## src/rtl/fc_sched.sv

```systemverilog
// fc_sched: sequences one FC layer pass, splitting the index stream into
// chunks that ping-pong through two index buffers ahead of the FC AGU.
//
// Ports:
//   clk, rst          clock, synchronous active-high reset
//   cfg_vld/cfg_rdy   layer config handshake (cfg_mode, cfg_total, cfg_is_new)
//   ld_req/ld_ack     index loader request (ld_buf, ld_len), ld_done completion
//   agu_start         AGU start pulse with agu_mode/agu_idx_cnt/agu_is_new/agu_buf_sel
//   agu_done          AGU done level
//   busy, layer_done  layer in progress, end-of-layer pulse
module fc_sched #(
  parameter int TOT_W     = 16,
  parameter int CHUNK_MAX = 256,
  parameter int DRAIN_LAT = 12
) (
  input  logic             clk,
  input  logic             rst,
  input  logic             cfg_vld,
  output logic             cfg_rdy,
  input  logic [1:0]       cfg_mode,
  input  logic [TOT_W-1:0] cfg_total,
  input  logic             cfg_is_new,
  output logic             ld_req,
  input  logic             ld_ack,
  output logic             ld_buf,
  output logic [8:0]       ld_len,
  input  logic             ld_done,
  output logic             agu_start,
  output logic [1:0]       agu_mode,
  output logic [7:0]       agu_idx_cnt,
  output logic             agu_is_new,
  output logic             agu_buf_sel,
  input  logic             agu_done,
  output logic             busy,
  output logic             layer_done
);

  typedef enum logic [2:0] {
    S_IDLE, S_WAIT, S_START, S_RUN, S_DRAIN, S_FIN
  } st_t;

  typedef enum logic [1:0] {
    B_EMPTY, B_LOADING, B_FULL
  } bst_t;

  localparam int DW = $clog2(DRAIN_LAT + 1);
  localparam logic [TOT_W-1:0] CMAX_T = TOT_W'(CHUNK_MAX);
  localparam logic [8:0]       CMAX_L = 9'(CHUNK_MAX);
  localparam logic [DW-1:0]    DLAST  = DW'(DRAIN_LAT - 1);

  st_t              st;
  bst_t             bst [2];
  logic [8:0]       blen [2];
  logic [TOT_W-1:0] load_rem;
  logic [TOT_W-1:0] run_rem;
  logic             run_buf;
  logic             ld_ptr;
  logic             is_new_q;
  logic             first;
  logic             run_first;
  logic [DW-1:0]    dcnt;

  logic             any_loading;
  logic [8:0]       next_len;
  logic [8:0]       cur_len;

  assign any_loading = (bst[0] == B_LOADING) || (bst[1] == B_LOADING);
  assign next_len    = (load_rem > CMAX_T) ? CMAX_L : 9'(load_rem);
  assign cur_len     = blen[run_buf];

  always_ff @(posedge clk) begin
    if (rst) begin
      st          <= S_IDLE;
      bst[0]      <= B_EMPTY;
      bst[1]      <= B_EMPTY;
      blen[0]     <= '0;
      blen[1]     <= '0;
      load_rem    <= '0;
      run_rem     <= '0;
      run_buf     <= 1'b0;
      ld_ptr      <= 1'b0;
      is_new_q    <= 1'b0;
      first       <= 1'b0;
      run_first   <= 1'b0;
      dcnt        <= '0;
      cfg_rdy     <= 1'b1;
      ld_req      <= 1'b0;
      ld_buf      <= 1'b0;
      ld_len      <= '0;
      agu_start   <= 1'b0;
      agu_mode    <= '0;
      agu_idx_cnt <= '0;
      agu_is_new  <= 1'b0;
      agu_buf_sel <= 1'b0;
      busy        <= 1'b0;
      layer_done  <= 1'b0;
    end else begin
      // Loader side: one request in flight, buffers filled alternately.
      if (ld_req && ld_ack) begin
        ld_req       <= 1'b0;
        load_rem     <= load_rem - TOT_W'(ld_len);
        bst[ld_buf]  <= B_LOADING;
        blen[ld_buf] <= ld_len;
        ld_ptr       <= ~ld_ptr;
      end else if (!ld_req && !any_loading && load_rem != '0 &&
                   bst[ld_ptr] == B_EMPTY) begin
        ld_req <= 1'b1;
        ld_buf <= ld_ptr;
        ld_len <= next_len;
      end

      // Completion lands on whichever buffer is loading; stray pulses drop.
      if (ld_done) begin
        if (bst[0] == B_LOADING)
          bst[0] <= B_FULL;
        else if (bst[1] == B_LOADING)
          bst[1] <= B_FULL;
      end

      case (st)
        S_IDLE: begin
          if (cfg_vld) begin
            cfg_rdy  <= 1'b0;
            busy     <= 1'b1;
            agu_mode <= cfg_mode;
            is_new_q <= cfg_is_new;
            first    <= 1'b1;
            run_buf  <= 1'b0;
            ld_ptr   <= 1'b0;
            if (cfg_total == '0) begin
              st         <= S_FIN;
              layer_done <= 1'b1;
            end else begin
              st       <= S_WAIT;
              load_rem <= cfg_total;
              run_rem  <= cfg_total;
            end
          end
        end
        S_WAIT: begin
          if (bst[run_buf] == B_FULL) begin
            st          <= S_START;
            agu_start   <= 1'b1;
            agu_idx_cnt <= 8'(cur_len - 9'd1);
            agu_buf_sel <= run_buf;
            agu_is_new  <= first & is_new_q;
          end
        end
        S_START: begin
          st        <= S_RUN;
          agu_start <= 1'b0;
          first     <= 1'b0;
          run_first <= 1'b1;
        end
        S_RUN: begin
          // agu_done is still stale high in the first RUN cycle.
          if (run_first) begin
            run_first <= 1'b0;
          end else if (agu_done) begin
            st   <= S_DRAIN;
            dcnt <= '0;
          end
        end
        S_DRAIN: begin
          if (dcnt == DLAST) begin
            bst[run_buf] <= B_EMPTY;
            run_buf      <= ~run_buf;
            run_rem      <= run_rem - TOT_W'(cur_len);
            if (run_rem == TOT_W'(cur_len)) begin
              st         <= S_FIN;
              layer_done <= 1'b1;
            end else begin
              st <= S_WAIT;
            end
          end else begin
            dcnt <= dcnt + DW'(1);
          end
        end
        S_FIN: begin
          st         <= S_IDLE;
          layer_done <= 1'b0;
          busy       <= 1'b0;
          cfg_rdy    <= 1'b1;
        end
        default: st <= S_IDLE;
      endcase
    end
  end

endmodule

```

## config.mk

```make
export PLATFORM = sky130hd
export DESIGN_NAME = fc_sched
export DESIGN_NICKNAME = d
export VERILOG_FILES = /design/src/rtl/fc_sched.sv
export SDC_FILE = /design/constraint.sdc
export NUM_CORES = 1
export LEC_CHECK = 0
export CAP_MARGIN = 20
export CELL_PAD_IN_SITES_DETAIL_PLACEMENT = 0
export CELL_PAD_IN_SITES_GLOBAL_PLACEMENT = 2
export CORE_ASPECT_RATIO = 0.5
export CORE_MARGIN = 2
export CORE_UTILIZATION = 32
export CTS_CLUSTER_DIAMETER = 60
export DETAILED_ROUTE_END_ITERATION = 7
export GPL_ROUTABILITY_DRIVEN = 0
export PLACE_DENSITY_LB_ADDON = 0.25
export SYNTH_ARGS = -nofsm -noshare
export SYNTH_HDL_FRONTEND = slang
export SYNTH_SLANG_ARGS = --single-unit
```

## constraint.sdc

```tcl
create_clock -name clk -period 2.69 [get_ports clk]
set_input_delay 0.269 -clock clk [delete_from_list [all_inputs] [get_ports clk]]
set_output_delay 0.269 -clock clk [all_outputs]
set_load 0.01 [all_outputs]
```

* Word level (Yosys, flattened, before mapping)
Memories as Yosys holds them, arrays and structs flattened. A register that Yosys moved wholly into a read port is not among the register bits. Index checks and enable logic that the tools add are counted.
Storage, ports and cells: memories kept 2, bits in writable memories 22, bits in registers 71
Memory list:
- blen | depth 2, bits a word 9, read ports 1, clocked after memory_dff 1, wr ports 2, line 53 | logic [8:0] blen [2];
- bst | depth 2, bits a word 2, read ports 4, clocked after memory_dff 2, wr ports 4, line 52 | bst_t bst [2];
Cells by class: reductions and logical operators 31, equal/unequal tests 21, magnitude comparators 1, bitwise logic cells 12, mux-type cells 67, $add $sub $neg 4
Operators with widths (number):
- $mux W16 | 7
- $mux W1 | 36
- $pmux W16 S2 | 1
- $sub A16 B9 Y16 | 2
- $mux W3 | 7
- $mux W9 | 2
- $ne A2 B2 Y1 const B | 9
- $eq A16 B9 Y1 | 1
- $gt A16 B9 Y1 const B | 1
- $logic_not A16 Y1 | 1
- $reduce_bool A16 Y1 | 1
- $pmux W3 S5 | 1
- $mux W4 | 3
- $pmux W1 S2 | 6
- $reduce_and A2 Y1 | 6
- $reduce_bool A2 Y1 | 6
- $reduce_and A5 Y1 | 2
- $reduce_or A9 Y1 | 1
- $pmux W4 S2 | 1
- $reduce_and A4 Y1 | 2
- $sub A8 B1 Y8 const B | 1
- $eq A3 B2 Y1 const B | 2
- $eq A3 B3 Y1 const B | 2
- $and A1 B1 Y1 | 5
- 18 further kinds | 30

* Longest topological paths before layout
Gate-level depths: netlist (run 1).
depth after elaboration 9, gate-level depth with buffers 13

* Worst setup path before layout (run 1)
Ideal clock, no wire load.
path type flip-flop to flip-flop, start register (tool-made name), end register run_rem[14], data required time 2598 ps, buffers on the path 2, arrival time 2802 ps, setup time 92 ps, cell stages (with the launch flop) 14, setup slack -204 ps, path through dfxtp_1 -> clkbuf_1 -> buf_2 -> mux2i_1 -> inv_1 -> ha_1 -> inv_1 -> fa_1 -> a21o_1 -> a221oi_1 -> o21ai_1 -> nor3_1 -> a211oi_1 -> o32ai_1
RTL lines:
- end signal, assigned | line 136 | run_rem <= cfg_total;
- end signal, assigned | line 168 | run_rem <= run_rem - TOT_W'(cur_len);
- end, declared | line 55 | logic [TOT_W-1:0] run_rem;

==> results by group, run 1 <==
Outcome
  – Outcome: complete, no violations

CTS
  – CTS buffer count: 9
  – Clock buffer depth: 2
  – TritonCTS clock tree: built
  – Clock-pin transition on the worst setup and hold timing paths: 0.08 ns
  – Count of H-tree levels built during CTS: 3
  – Later-pin clock latency in the skew report: between 0.3 and 0.4 ns
  – Number of sinks driven by the clock tree: 94
  – Buffer count from post-CTS setup fixing: 0
  – Total of hold buffers inserted after clock tree synthesis: 0
  – Clock root buffer master: sky130_fd_sc_hd__clkbuf_16

Routing
  – DRC violation total after the first TritonRoute iteration: 282
  – Vias per cell: between 5 and 6
  – Overall routed net length: 15.87 mm
  – DRC viols: 0
  – Post-DR wirelength/cell: between 15 and 20 um
  – Via Count: 4737
  – Highest routing layer actually used: met4
  – Detailed-route wire length on metal 1: 8.518 mm
  – Iteration count of the initial detailed-routing pass: 5
  – Remaining antenna violation count after routing: 0
  – Routed wire length on met3: between 600 and 700 um
  – Routed length on met2: 6.555 mm

Power and ir drop
  – Switching power summed over all nets: between 1000 and 1500 uW
  – Static leakage power: between 0.002 and 0.0025 uW
  – Part of the power in registers: 0.411
  – Fraction of power spent switching nets: 0.3156
  – Comb pwr share: 0.254
  – Internal power consumption: 2683 uW
  – Clock share of power: 0.335
  – Maximum vdd ir drop: 0.0003316 V
  – Ratio of total power to cell area: 593.1 nW/um^2

Synth
  – Cell type with the largest total area after synthesis: sky130_fd_sc_hd__dfxtp_1
  – Most area-consuming cells after synthesis: sky130_fd_sc_hd__dfxtp_1, sky130_fd_sc_hd__edfxtp_1, sky130_fd_sc_hd__nor2_1
  – Gate count of the mapped netlist: 625
  – Sequential element share of the synthesized area: 0.3894
  – Fraction of synthesis flops using an asynchronous set or reset pin: 0
  – Mapped Area: 5295 sq um
  – Netlist cell types: 62
  – Post-Synthesis Mean Instance Area: 8.472 sq um
  – Synth Warn #: 0
  – Share of the synthesized area in the top cell type: 0.2873
  – Net count after synthesis: 672
  – Number of enable flip-flop cells after synthesis: 18
  – Predominant post-synthesis flop cell: sky130_fd_sc_hd__dfxtp_1
  – Seq cells post-synth: 94

Placed design
  – DPL Wire Length: 11.86 mm
  – Buffers added on ports: 51

Timing
  – # setup viols final: 0
  – Worst-margin pin slew: 0.6097 ns
  – Final period util: 0.9334
  – Hold slack: 0.3578 ns
  – Max_slew headroom: 0.5930
  – Final clock skew: 0.01058 ns
  – Fin. max-slew vios: 0
  – Clock period minus worst slack: 2.511 ns
  – Final Hold Vio Count: 0
  – Setup TNS: 0 ns
  – Unrepaired setup endpoints after global routing: false
  – Maximum clock frequency: roughly 400 MHz

Worst setup path
  – Worst Setup Start Kind: flip-flop
  – Setup Crit Path Kind: reg -> reg
  – R2R cell count: 9
  – Critical Path Fanout Max: 9
  – Critical Path RT: 2.98 ns
  – Endpoint type of the worst setup path: flip-flop
  – Arrival time of the worst setup path: 2.80 ns

Floorplan
  – Vertical extent of the die: 94.96 um
  – DIE WIDTH: 185.9 um
  – Placeable core area: 16270 sq um
  – Initial cell density of the core: 0.3255
  – Ports placed on the boundary: 52
  – Die Outline Area: between 15000 and 20000 sq um
  – Number of placement rows: 33

Final layout
  – Synthesis-to-finish area growth: 24.83%
  – Ant diodes: 0
  – Net count of the finished layout: 741
  – Fillcell total: 1675
  – Layout cells sized above 1: 0.1216

GRT
  – Global Route Usage Sum: 0.1870
  – Number of global-route vias before repair: 4426
  – Largest net degree at the start of global routing: 45
  – First-pass GRT wire length: between 20 and 30 mm
  – Number of antenna violations at the first check in global routing: 0
  – Final global-route overflow total: 0

Min path
  – Number of cells traversed by the worst hold path: 4
  – Kind of path behind the tightest hold check: in -> reg

Flow run
  – Max cap viols: 0
[power groups by stage]
| stage | Combinational (uW) | Clock, uW | Sequential (uW) |
|---|---|---|---|
| global placement | 991 | 0 | 1640 |
| detailed placement | 992 | 0 | 1640 |
| floorplan | 669 | 0 | 1620 |
| finish | 997 | 1310 | 1610 |
| CTS | 996 | 1360 | 1610 |
| global route | 1110 | 1410 | 1630 |
[what timing repair did]
action / 4_1_cts / 5_1_grt
endpoints found under the hold margin: 0 / 0
setup endpoints to repair: 0 / 11
resized for setup: 0 / 6
[Yosys cell counts, types with 4 or more instances]
master	instances
sky130_fd_sc_hd__dfxtp_1	76
sky130_fd_sc_hd__nor2_1	68
sky130_fd_sc_hd__nand2_1	67
sky130_fd_sc_hd__a21oi_1	43
sky130_fd_sc_hd__clkbuf_1	27
sky130_fd_sc_hd__a211oi_1	26
sky130_fd_sc_hd__inv_1	24
sky130_fd_sc_hd__nand3_1	23
sky130_fd_sc_hd__nor3_1	21
sky130_fd_sc_hd__ha_1	20
sky130_fd_sc_hd__edfxtp_1	18
sky130_fd_sc_hd__o21ai_0	17
sky130_fd_sc_hd__o21ai_1	14
sky130_fd_sc_hd__mux2i_1	13
sky130_fd_sc_hd__nor4_1	13
sky130_fd_sc_hd__xor2_1	12
sky130_fd_sc_hd__a311oi_1	9
sky130_fd_sc_hd__xnor2_1	9
sky130_fd_sc_hd__a21o_1	7
sky130_fd_sc_hd__nand2b_1	7
sky130_fd_sc_hd__nor2b_1	7
sky130_fd_sc_hd__o31ai_2	6
sky130_fd_sc_hd__a31oi_1	5
sky130_fd_sc_hd__nand4_1	5
sky130_fd_sc_hd__o21a_1	5
sky130_fd_sc_hd__o31ai_1	5
sky130_fd_sc_hd__o32ai_1	5
sky130_fd_sc_hd__and2_1	4
sky130_fd_sc_hd__buf_1	4
sky130_fd_sc_hd__nor3b_1	4
sky130_fd_sc_hd__nor4b_1	4
sky130_fd_sc_hd__o211ai_1	4
sky130_fd_sc_hd__o31a_1	4
sky130_fd_sc_hd__or3_1	4
[worst max-delay path: stages, from the launching register on]
cell and delay (ns):
sky130_fd_sc_hd__dfxtp_2 0.38, sky130_fd_sc_hd__buf_6 0.17, sky130_fd_sc_hd__mux2i_2 0.26, sky130_fd_sc_hd__ha_1 0.28
sky130_fd_sc_hd__a211oi_1 0.23, sky130_fd_sc_hd__nor2_1 0.09, sky130_fd_sc_hd__or3_1 0.41, sky130_fd_sc_hd__or3b_1 0.38
sky130_fd_sc_hd__a21oi_1 0.13, sky130_fd_sc_hd__o21a_1 0.13
[sequential cells by signal, indices dropped and copies added, names as in the netlist, 2 cells and up, named ones only]
signal / flops
agu_idx_cnt: 8
agu_mode: 2
blen: 18
bst: 4
dcnt: 4
ld_len: 9
load_rem: 16
run_rem: 16
st: 3
[cell families after synthesis]
family,count (synthesis),share of synthesized area
AO/OA/AOI/OAI,167,0.2160
XOR/XNOR,21,0.03474
adder cells (fa/ha/maj),22,0.05482
flip-flops,94,0.3894
buffers and inverters,60,0.04608
AND/OR/NAND/NOR,246,0.2301
multiplexers,15,0.02883
[layout by cell type, fill, tap and decap left out, drive strengths merged, types with 20 or more instances in the layout]
cell type,synthesis,final
nand2,67,67
clkdlybuf4s50,0,50
inv,24,26
nor2,70,70
a211oi,27,27
dfxtp,76,76
buf,9,44
nor3,23,23
ha,20,20
a21oi,43,43
o21ai,31,31
nand3,23,23
[metrics by stage]
stage | instances | power [uW] | area, sq um | setup slack (ns) | util
floorplan | 625 | 2292 | 5313 | 0.04488 | -
global placement | 910 | 2635 | 6294 | 0.1721 | 0.3869
detailed placement | 910 | 2634 | 6294 | 0.05575 | 0.3869
CTS | 926 | 3965 | 6590 | 0.03925 | 0.4051
global route | 926 | 4145 | 6610 | 0.008930 | 0.4063
finish | 926 | 3920 | 6610 | 0.1792 | 0.4063
[layer usage]
layer	GRT usage	vias to the layer above
li1	-	2427
met1	0.2819	2200
met2	0.2779	101
met3	0.03085	9
met4	0.03806	0
met5	0	-
[path summary, 6_finish.rpt]
check	startpoint	slack, ns	to
min reg2reg	agu_idx_cnt[0]	0.45	agu_idx_cnt[0]
max	flip-flop	0.18	run_rem[15]
min	rst	0.36	ld_len[0]
max reg2reg	flip-flop	0.18	run_rem[15]
[final cells by class]
class,count,area [sq um],share of cell area
Clock buffer,9,225.2,0.03407
Clock inverter,7,71.32,0.01079
Inverter,24,90.09,0.01363
Multi-Input combinational cell,471,3032,0.4586
Sequential cell,94,2063,0.3121
Tap cell,227,284.0,0.04297
Timing Repair Buffer,94,844.6,0.1278
No activity file was read; power rests on OpenSTA's default activity.
==> inputs of run 2 (changes only) <==
--- a/config.mk
+++ b/config.mk
@@ -14,6 +14,7 @@
 export CTS_CLUSTER_DIAMETER = 60
 export DETAILED_ROUTE_END_ITERATION = 7
 export GPL_ROUTABILITY_DRIVEN = 0
+export GPL_TIMING_DRIVEN = 0
 export PLACE_DENSITY_LB_ADDON = 0.25
 export SYNTH_ARGS = -nofsm -noshare
 export SYNTH_HDL_FRONTEND = slang
==> run 2 against run 1 <==
Against the previous run:
- the flow now finishes with violations (setup timing)
- power fell by 0.25%
- clock skew barely moved
- die area did not move
- critical path type unchanged
- critical endpoint is now run_rem[14]
- largest cell class unchanged
==> results by group, run 2 (same netlist as run 1, synthesis figures left out) <==
CTS
  – CTS buffer count: 9
  – Count of H-tree levels built during CTS: 3
  – Clock root buffer master: sky130_fd_sc_hd__clkbuf_16
  – TritonCTS clock tree: built
  – Clock-pin transition on the worst setup and hold timing paths: about 0.07 ns
  – Clock buffer depth: 2
  – Total of hold buffers inserted after clock tree synthesis: 0
  – Number of sinks driven by the clock tree: 94
  – Later-pin clock latency in the skew report: 0.35 ns

Final layout
  – Post-layout utilization of the core: 0.4123
  – Max FFs per register: 18
  – Most frequent standard cell in the layout excluding fill and tap cells: sky130_fd_sc_hd__dfxtp_1
  – Register with the most flip-flops: blen
  – Multi-input gate area: 3201 sq um
  – Layout cells sized above 1: 0.1133
  – Net count of the finished layout: 748
  – Area taken by flip-flops and latches: just over 2000 sq um
  – Fillcell total: 1698
  – Post-route cell area: 6708 sq um
  – Most frequent cells in the layout: sky130_fd_sc_hd__dfxtp_1, sky130_fd_sc_hd__nor2_1, sky130_fd_sc_hd__nand2_1
  – Synthesis-to-finish area growth: 26.68%
  – Ant diodes: 0
  – Largest registers: blen: 18 flops, load_rem: 16 flops, run_rem: 16 flops
  – Final standard cell count with taps included and fillers excluded: just over 900

Timing
  – Setup TNS: -0.02970 ns
  – Final clock skew: roughly 0.010 ns
  – Unrepaired setup endpoints after global routing: true
  – Maximum clock frequency: between 300 and 400 MHz
  – Final period util: 1.011
  – Clock period minus worst slack: between 2 and 3 ns
  – Final Hold Vio Count: 0
  – Fin. max-slew vios: 0
  – Max_slew headroom: 0.4315
  – Final worst slack: -0.02970 ns
  – # setup viols final: 1
  – Worst-margin pin slew: 0.8492 ns
  – Hold slack: between 0.4 and 0.5 ns

Worst setup path
  – Minimum setup slack among reg-to-reg paths: -0.03 ns
  – R2R cell count: 13
  – Worst Setup Start Kind: flip-flop
  – Critical Path RT: 2.95 ns
  – Arrival time of the worst setup path: 2.98 ns
  – Setup Crit Path Kind: reg -> reg
  – Critical R2R Capture: run_rem[14]
  – Critical Path Fanout Max: 6
  – Endpoint type of the worst setup path: flip-flop

Power and ir drop
  – Static leakage power: 0.002341 uW
  – Maximum vdd ir drop: 0.0003494 V
  – Ratio of total power to cell area: 583.0 nW/um^2

Placed design
  – Standard cell area after detailed placement: 6105 sq um
  – Cell count after placement: approximately 900
  – DPL Wire Length: 12.82 mm
  – Buffers added on ports: 50

GRT
  – Final global-route overflow total: 0
  – Number of antenna violations at the first check in global routing: 0
  – Busiest metal layer after global routing: met2
  – Met3 layer usage reported by global route: 0.03548
  – Number of global-route vias before repair: 4718
  – Global Route Usage Sum: 0.2048
  – Met1 track utilization from global routing: 0.3017
  – First-pass GRT wire length: 27.21 mm
  – Met2 Usage GRT: 0.3141
  – Largest net degree at the start of global routing: 17

Floorplan
  – Vertical extent of the die: around 95 um
  – Die Outline Area: 17660 sq um
  – Initial cell density of the core: 0.3255
  – Placeable core area: 16270 sq um
  – Ports placed on the boundary: 52
  – DIE WIDTH: 185.9 um
  – Number of placement rows: 33

Routing
  – Vias per cell: 5.263
  – Via Count: 4910
  – Post-DR wirelength/cell: ~19 um
  – DRC viols: 0
  – Iteration count of the initial detailed-routing pass: 5
  – Overall routed net length: 17.32 mm
  – DRC violation total after the first TritonRoute iteration: ~250
  – Remaining antenna violation count after routing: 0

Flow run
  – Max cap viols: 0

Outcome
  – Outcome: complete, but fails checks
  – Failing checks: setup timing

Min path
  – Endpoint, Worst Hold: agu_idx_cnt[2]
  – Hold path start: agu_idx_cnt[2]
  – Kind of path behind the tightest hold check: reg -> reg
  – Number of cells traversed by the worst hold path: 2
run 2: critical path, stage by stage, from the launching register on:
cell                       delay [ns]
sky130_fd_sc_hd__dfxtp_4         0.37
sky130_fd_sc_hd__buf_12          0.14
sky130_fd_sc_hd__mux2i_4         0.18
sky130_fd_sc_hd__inv_1           0.06
sky130_fd_sc_hd__ha_2            0.18
sky130_fd_sc_hd__inv_2           0.04
sky130_fd_sc_hd__fa_2            0.38
sky130_fd_sc_hd__a21o_1          0.20
sky130_fd_sc_hd__a221oi_4        0.33
sky130_fd_sc_hd__o21ai_4         0.14
sky130_fd_sc_hd__buf_6           0.16
sky130_fd_sc_hd__nor3_4          0.11
sky130_fd_sc_hd__a211oi_2        0.06
sky130_fd_sc_hd__o32ai_1         0.26
run 2: worst max-delay path by stage:
stage	startpoint	end	depth (start not counted)
floorplan	flip-flop	run_rem[15]	12
global placement	cfg_total[0]	run_rem[14]	6
detailed placement	cfg_total[0]	run_rem[14]	6
CTS	flip-flop	run_rem[12]	13
global route	flip-flop	run_rem[12]	12
finish	flip-flop	run_rem[14]	13
run 2: stage by stage:
step	setup slack, ns	power [uW]
final	-0.02970	3910
after global routing	-0.1353	4122
after CTS	-0.009613	3882
after detailed placement	-0.5476	2600
after global placement	-0.5990	2596
after floorplan	0.04488	2292
run 2: final cells by class:
type	count	area share
buffer	34	0.02406
clock buffer	10	0.03414
clock inverter	6	0.006715
inverter	24	0.01343
multi-input combinational	471	0.4772
sequential	94	0.3080
tap	227	0.04234
timing repair buffer	67	0.09420
run 2: power by group:
part	internal (uW)	switching (uW)
sequential	1530	87.3
combinational	462	613
clock	634	588
total	2620	1290
run 2: repair_timing:
action	4_1_cts	5_1_grt
resized for setup	27	15
hold endpoints to repair	0	0
pin swaps	4	13
endpoints found under the setup margin	10	30
setup buffers	10	6
run 2: routing by layer:
metal	up-vias	wire length, um
met3	13	714
li1	2442	-
met5	-	0
met1	2345	9070
met4	0	139
met2	110	7394
